===== src/rtl/spi_frame_receiver.sv =====
// Multi-channel SPI slave frame receiver: splits one chip-select-low frame into
// NUM_CHANNELS slots and captures a DATA_WIDTH word from each slot.
module spi_frame_receiver #(
  parameter int DATA_WIDTH   = 12,
  parameter int SLOT_BITS    = 16,
  parameter int LEAD_BITS    = 4,
  parameter int NUM_CHANNELS = 2,
  parameter bit MSB_FIRST    = 1'b1
) (
  input  logic                               s_clk,
  input  logic                               reset,
  input  logic                               cs,
  input  logic                               mosi,
  output logic [NUM_CHANNELS*DATA_WIDTH-1:0] data_out,
  output logic [NUM_CHANNELS-1:0]            ch_valid,
  output logic                               frame_valid,
  output logic                               frame_abort,
  output logic                               busy
);

  localparam int BW = (SLOT_BITS > 1) ? $clog2(SLOT_BITS) : 1;
  localparam int SW = (NUM_CHANNELS > 1) ? $clog2(NUM_CHANNELS) : 1;

  localparam logic [BW-1:0] LAST_BIT  = BW'(SLOT_BITS - 1);
  localparam logic [BW-1:0] LAST_DATA = BW'(LEAD_BITS + DATA_WIDTH - 1);
  localparam logic [SW-1:0] LAST_SLOT = SW'(NUM_CHANNELS - 1);

  typedef enum logic [1:0] {IDLE, SHIFT, DONE} state_t;

  state_t                r_state;
  logic [BW-1:0]         r_bit_cnt;
  logic [SW-1:0]         r_slot_cnt;
  logic [DATA_WIDTH-1:0] r_shift;

  logic                  w_in_data;
  logic                  w_last_data;
  logic                  w_last_bit;
  logic                  w_last_slot;
  logic [DATA_WIDTH-1:0] w_next_shift;

  // The word including the bit sampled this edge, so capture can load it directly.
  always_comb begin
    w_in_data   = (int'(r_bit_cnt) >= LEAD_BITS) &&
                  (int'(r_bit_cnt) <  LEAD_BITS + DATA_WIDTH);
    w_last_data = (r_bit_cnt == LAST_DATA);
    w_last_bit  = (r_bit_cnt == LAST_BIT);
    w_last_slot = (r_slot_cnt == LAST_SLOT);
    if (MSB_FIRST)
      w_next_shift = (r_shift << 1) | DATA_WIDTH'(mosi);
    else
      w_next_shift = (r_shift >> 1) | (DATA_WIDTH'(mosi) << (DATA_WIDTH - 1));
  end

  // NOTE: all state here uses non-blocking assignments so every register sees
  // the pre-edge values of the others, matching the flops it becomes.
  always_ff @(posedge s_clk or posedge reset) begin
    if (reset) begin
      r_state     <= IDLE;
      r_bit_cnt   <= '0;
      r_slot_cnt  <= '0;
      r_shift     <= '0;
      data_out    <= '0;
      ch_valid    <= '0;
      frame_valid <= 1'b0;
      frame_abort <= 1'b0;
      busy        <= 1'b0;
    end else begin
      ch_valid    <= '0;
      frame_valid <= 1'b0;
      frame_abort <= 1'b0;
      case (r_state)
        IDLE, SHIFT: begin
          if (cs) begin
            frame_abort <= (r_state == SHIFT);
            r_state     <= IDLE;
            busy        <= 1'b0;
            r_bit_cnt   <= '0;
            r_slot_cnt  <= '0;
            r_shift     <= '0;
          end else begin
            r_state <= SHIFT;
            busy    <= 1'b1;
            if (w_in_data)
              r_shift <= w_next_shift;
            if (w_last_bit) begin
              r_bit_cnt  <= '0;
              r_slot_cnt <= r_slot_cnt + 1'b1;
            end else begin
              r_bit_cnt <= r_bit_cnt + 1'b1;
            end
            if (w_last_data) begin
              for (int k = 0; k < NUM_CHANNELS; k++) begin
                if (r_slot_cnt == SW'(k)) begin
                  data_out[k*DATA_WIDTH +: DATA_WIDTH] <= w_next_shift;
                  ch_valid[k]                          <= 1'b1;
                end
              end
              // Last channel captured: stop counting and ignore the rest of the frame.
              if (w_last_slot) begin
                r_state     <= DONE;
                busy        <= 1'b0;
                frame_valid <= 1'b1;
                r_bit_cnt   <= '0;
                r_slot_cnt  <= '0;
                r_shift     <= '0;
              end
            end
          end
        end
        DONE: begin
          if (cs)
            r_state <= IDLE;
        end
        default: r_state <= IDLE;
      endcase
    end
  end

endmodule


===== config.mk =====
export PLATFORM = sky130hd
export DESIGN_NAME = spi_frame_receiver
export DESIGN_NICKNAME = d
export VERILOG_FILES = /design/src/rtl/spi_frame_receiver.sv
export SDC_FILE = /design/constraint.sdc
export NUM_CORES = 1
export LEC_CHECK = 0
export CORE_AREA = 2 2 68 102
export CTS_BUF_LIST = sky130_fd_sc_hd__clkbuf_16
export DETAILED_ROUTE_END_ITERATION = 16
export DIE_AREA = 0 0 70 104
export GPL_TIMING_DRIVEN = 0
export PLACE_DENSITY = 0.51
export SLEW_MARGIN = 40
export SYNTH_ARGS = -nofsm -noshare
export SYNTH_HDL_FRONTEND = slang
export SYNTH_SLANG_ARGS = --single-unit

===== constraint.sdc =====
create_clock -name s_clk -period 2.8 [get_ports s_clk]
set_clock_uncertainty 0.2 [all_clocks]
set_input_delay 0.56 -clock s_clk [delete_from_list [all_inputs] [get_ports s_clk]]
set_output_delay 0.56 -clock s_clk [all_outputs]
set_load 0.005 [all_outputs]

Word level (Yosys, flattened, before mapping)
Cells that the tools add are included.
Widths: inputs -> output; s select.
- bits in registers: 48
- input bits: 4
- output and inout port bits: 29
- word-level logic and storage cells: 53
- $add $sub $neg: 2
- magnitude comparators: 1
- eq/ne operators: 4
- muxes and demuxes: 29
- bitwise gates (word level): 3
- reductions and logical operators: 4
- operator list (kind ; count):
    $mux 12 ; 4
    $mux 4 ; 4
    $mux 2 ; 7
    $mux 1 ; 13
    $or 12x1->12 ; 1
    $reduce_and 4->1 ; 2
    $add 4x1->4 const B ; 1
    $eq 4x4->1 const B ; 1
    $ge 4x3->1 const B ; 1
    $pmux 2 s2 ; 1
    $eq 2x1->1 const B ; 1
    $eq 2x2->1 const B ; 1
    $logic_not 2->1 ; 1
    $ne 2x2->1 const B ; 1
    $not 1->1 ; 2
    $reduce_or 2->1 ; 1
    $add 1x1->1 const B ; 1

Depth between registers and ports, before layout
- depth after elaboration: 5
- gate-level depth with buffers: 6
- gate-level depth less buffers: 6

Worst setup path after synthesis
OpenSTA, ideal clock, no wires.
- kind: in2reg
- start: in cs
- end: reg data_out[0]
- library setup time: 125 ps
- arrival time: 1950 ps
- data required time: 2475 ps
- path slack: 525 ps
- cell stages on the path: 6
- buffers on the path: 3
- cells stage by stage: buf_6 -> or2_1 -> buf_6 -> or4_4 -> buf_6 -> mux2_4
- cells in the longest elaborated chain, start to end: 2
- ends and longest elaborated chain (what ; RTL line ; RTL):
    start, declared ; 12 ; input logic cs,
    $not 1->1 (no source line) ; - ;
    $reduce_and 4->1 (no source line) ; - ;
    end signal, assigned by index ; 94 ; data_out[k*DATA_WIDTH +: DATA_WIDTH] <= w_next_shift;
    end, declared ; 14 ; output logic [NUM_CHANNELS*DATA_WIDTH-1:0] data_out,
No other way between the ends.
A chain may end at the register's enable or synchronous reset.

Worst setup path in the final report
- start: reg r_state[1]
- end: reg data_out[19]
- cells in the longest elaborated chain, start to end: 3
- elaborated cells on any way between the ends: 4
- those cells by class: eq/ne: 1; reduce/logical: 3
- ends and longest elaborated chain (what ; RTL line ; RTL):
    start, declared ; 30 ; state_t r_state;
    start signal, assigned ; 58 ; r_state <= IDLE;
    start signal, assigned ; 75 ; r_state <= IDLE;
    start signal, assigned ; 81 ; r_state <= SHIFT;
    $eq 2x1->1 / $logic_not 2->1 (equally long branches) ; 71 ; case (r_state)
    $reduce_or 2->1 * ; 71 ;
    $reduce_and 4->1 (no source line) * ; - ;
Mark *: on every way between the ends. The rest lies on a longest branch, timed or not.

==> impl_metrics.toml <==
[status]
status = "finished clean"

[synthesis]
synth_top_family_by_area = "multiplexers"
synthesis.yosys.warnings = 0
synth_area_leaders = "sky130_fd_sc_hd__dfrtp_1 60%, sky130_fd_sc_hd__mux2_2 8.2%, sky130_fd_sc_hd__mux2_4 7.8%"
synth_nets = 160
synthDominantCellAreaShare_pct = 60.1
netlist_area_um2 = 1910
synthXorXnorAreaFrac_pct = 0
synth.distinct_cells = 25
synth_simple_gate_area_share_pct = 9.48
synth_area_per_cell_um2 = 12.6
synthDominantAreaCellType = "sky130_fd_sc_hd__dfrtp_1"
yosys-mux-area-fraction_pct = 16.1
ys_seq_elements = 46
post_synth_fa_ha_maj_area_fraction_pct = 2.61
synth_seq_area_share_pct = 60.1
synth_cells = 152
synth_compound_gate_area_share_pct = 7.71

[sta]
timing_max_transition_violations_final = 0
tightest_slew_ps = 487
unrepaired_setup_endpoints_after_global_routing = "false"
slew_headroom_pct = 67.5
timing.final.setup_violations = 0
setup-tns-final_ps = 0
timing.final.crit_period_ps = 2170
top_achievable_clock_speed_ghz = 0.460
worst_case_hold_slack_ps = 249
timing.final.crit_share_pct = 77.6
report.final.hold_viol_count = 0

[worst_hold_path]
min-delay-path-class = "register to register"

[finish]
multi_input_comb_area_um2 = 687
finalNonFillerCells = 267
drive_gt1_share_pct = 20.4
layout.nets = 199
fillers = 650
n_antenna_cell = 0
area_delta_synth_final_pct = 29.3
finalInstanceArea_um2 = 2470
register_area_um2 = 1150

[worst_setup_path]
critPathRequiredTime_ps = 2770
reg2regPathDepth = 5
cp_slowest_cell = "sky130_fd_sc_hd__dfrtp_1"
critPathMaxStageDelay_ps = 410
path_depth = 5
setup.worst_path.start_class = "register"
startpoint = "r_state[1]$_DFFE_PP0P_"
critical_path.max_fanout = 10
critical_path_buf_inv_count = 2
worst-endpoint-arrival_ps = 2140
critical_path.reg2reg.endpoint = "data_out[19]$_DFFE_PP0P_"
timing.critical_path.to = "data_out[19]$_DFFE_PP0P_"
worst-r2r-setup-slack_ps = 630
cpLargestDelayFamily = "simple AND/OR/NAND/NOR gates"
worstReg2RegStart = "r_state[1]$_DFFE_PP0P_"
crit_path_cell_trace = "or2_1 > buf_6 > nor4_2 > buf_2 > mux2_2"
crit_path_class = "register to register"
worstSetupEndpointType = "register"

[floorplan]
die_area_um2 = 7280
effective_utilization_at_floorplan_pct = 29.9
die_h_um = 104
top_level_ports = 33
design.core.area_um2 = 6400
core.rowCount = 36
die_width_um = 70

[grt]
grt_first_pass_wirelength_um = 6220
gr-usage-all-layers_pct = 10.8
grt_max_degree = 36
grt_pass1_vias = 1260
global_route.overflow_total = 0
grt_antenna_before_repair = 0

[power]
power.static_leakage_uw = 0.00115
power_density_nw_per_um2 = 520
power.ir.vdd_worst_uv = 202
total_power_uw = 1290

[clocking]
post_cts_resized = 0
ctsLongestPathBuffers = 2
cts_setup_buffers = 0
cts_buffers = 5
cts_tree = "built"
htree_num_levels = 2
source_to_sink_clock_delay_at_the_later_pin_of_the_worst_skew_pair_ps = 280
holdBufCountCts = 0
number_of_sinks_driven_by_the_clock_tree = 46
cts.root.buffer_cell = "sky130_fd_sc_hd__clkbuf_16"
clk_transition_reported_paths_ps = 60

[route]
routed_wire_length_per_instance_um = 13.7
antenna_left = 0
drtPass1Iterations = 4
mean_number_of_vias_per_cell = 4.63
vias = 1235
remaining_drc_errors = 0
detailed_route_wire_length_um = 3660
drt_iter0_drc = 75

[placed_design]
place_area_um2 = 2340
io_buffer_count = 31
gp_congestion = 0.719
dpl.hpwl_um = 2580
post-place-cells = 260

[job]
maxCapViolations = 0
==> Yosys cell counts <==
cell,instances
sky130_fd_sc_hd__or2_1,1
sky130_fd_sc_hd__nand2_1,27
sky130_fd_sc_hd__o21ba_2,1
sky130_fd_sc_hd__inv_1,4
sky130_fd_sc_hd__nand4_1,1
sky130_fd_sc_hd__and2_1,2
sky130_fd_sc_hd__buf_4,1
sky130_fd_sc_hd__a21o_1,1
sky130_fd_sc_hd__mux2_2,14
sky130_fd_sc_hd__nor4_2,1
sky130_fd_sc_hd__mux2_4,10
sky130_fd_sc_hd__buf_6,3
sky130_fd_sc_hd__o21ai_0,3
sky130_fd_sc_hd__a21oi_1,12
sky130_fd_sc_hd__buf_2,1
sky130_fd_sc_hd__nand3_1,1
sky130_fd_sc_hd__clkbuf_1,4
sky130_fd_sc_hd__or4_4,1
sky130_fd_sc_hd__o21bai_1,1
sky130_fd_sc_hd__a32o_1,1
sky130_fd_sc_hd__a211oi_1,2
sky130_fd_sc_hd__ha_1,4
sky130_fd_sc_hd__o31ai_1,3
sky130_fd_sc_hd__nor2_1,7
sky130_fd_sc_hd__dfrtp_1,46
==> flip-flops by register name, summed over array words and instances (netlist names) <==
name / count
ch_valid: 2
r_state: 2
r_slot_cnt: 1
data_out: 24
r_bit_cnt: 4
busy: 1
r_shift: 11
frame_abort: 1
==> per-stage QoR <==
step                      util, %  setup slack, ps
after detailed placement     36.6              356
after CTS                    38.7              584
final                        38.7              628
after global placement       36.3            -64.7
after global routing         38.7              453
after floorplan                 -              525
==> layer usage <==
layer / wire, µm / part of all wire (%) / up-vias / global-route usage [%]
met5: 0 / 0 / - / 0
met3: 134 / 3.7 / 6 / 2.42
li1: - / - / 590 / -
met4: 76 / 2.1 / 0 / 4.95
met1: 1500 / 41 / 613 / 12.5
met2: 1950 / 53 / 26 / 18.7
==> area by class of cell <==
class,count,area share [%]
flip-flops and latches,46,46.5
multi-input cells,93,27.8
repair buffers,32,13.3
clock buffers,5,5.06
well taps,76,3.84
plain buffers,9,2.48
inverters,4,0.708
clock inverters,2,0.303
==> how the worst min path moves through the flow <==
stage,start,cells after the start,endpoint
floorplan,r_state[0]$_DFFE_PP0P_,1,r_state[1]$_DFFE_PP0P_
global placement,r_state[0]$_DFFE_PP0P_,1,r_state[1]$_DFFE_PP0P_
detailed placement,r_state[0]$_DFFE_PP0P_,1,r_state[1]$_DFFE_PP0P_
CTS,r_state[0]$_DFFE_PP0P_,1,r_state[1]$_DFFE_PP0P_
global route,r_state[0]$_DFFE_PP0P_,1,r_state[1]$_DFFE_PP0P_
finish,r_state[0]$_DFFE_PP0P_,1,r_state[1]$_DFFE_PP0P_
==> logic make-up (layout without fill, tap and decap cells) <==
group | count (synthesis) | after routing
DFF | 46 | 46
and+or+nand+nor | 41 | 41
AOI/OAI and AO/OA | 24 | 24
muxes | 24 | 24
buffers and inverters | 13 | 52
adders and majority gates | 4 | 4
==> power breakdown <==
group,switching [µW],total (µW),internal (µW)
clock network,227,546,319
registers,7.82,681,673
logic,36.7,60.8,24.1
total,272,1290,1020
==> cells in the final DEF, fill, tap and decap left out, drive strengths merged <==
cell	synthesis	layout
dfrtp	46	46
ha	4	4
buf	5	6
or2	1	1
clkbuf	4	9
a21oi	12	12
a211oi	2	2
inv	4	6
nor4	1	1
a21o	1	1
clkdlybuf4s50	0	31
o21ba	1	1
and2	2	2
o31ai	3	3
a32o	1	1
nand3	1	1
mux2	24	24
o21ai	3	3
o21bai	1	1
nor2	7	7
or4	1	1
nand4	1	1
nand2	27	27
No activity file was read; power rests on OpenSTA's default activity.
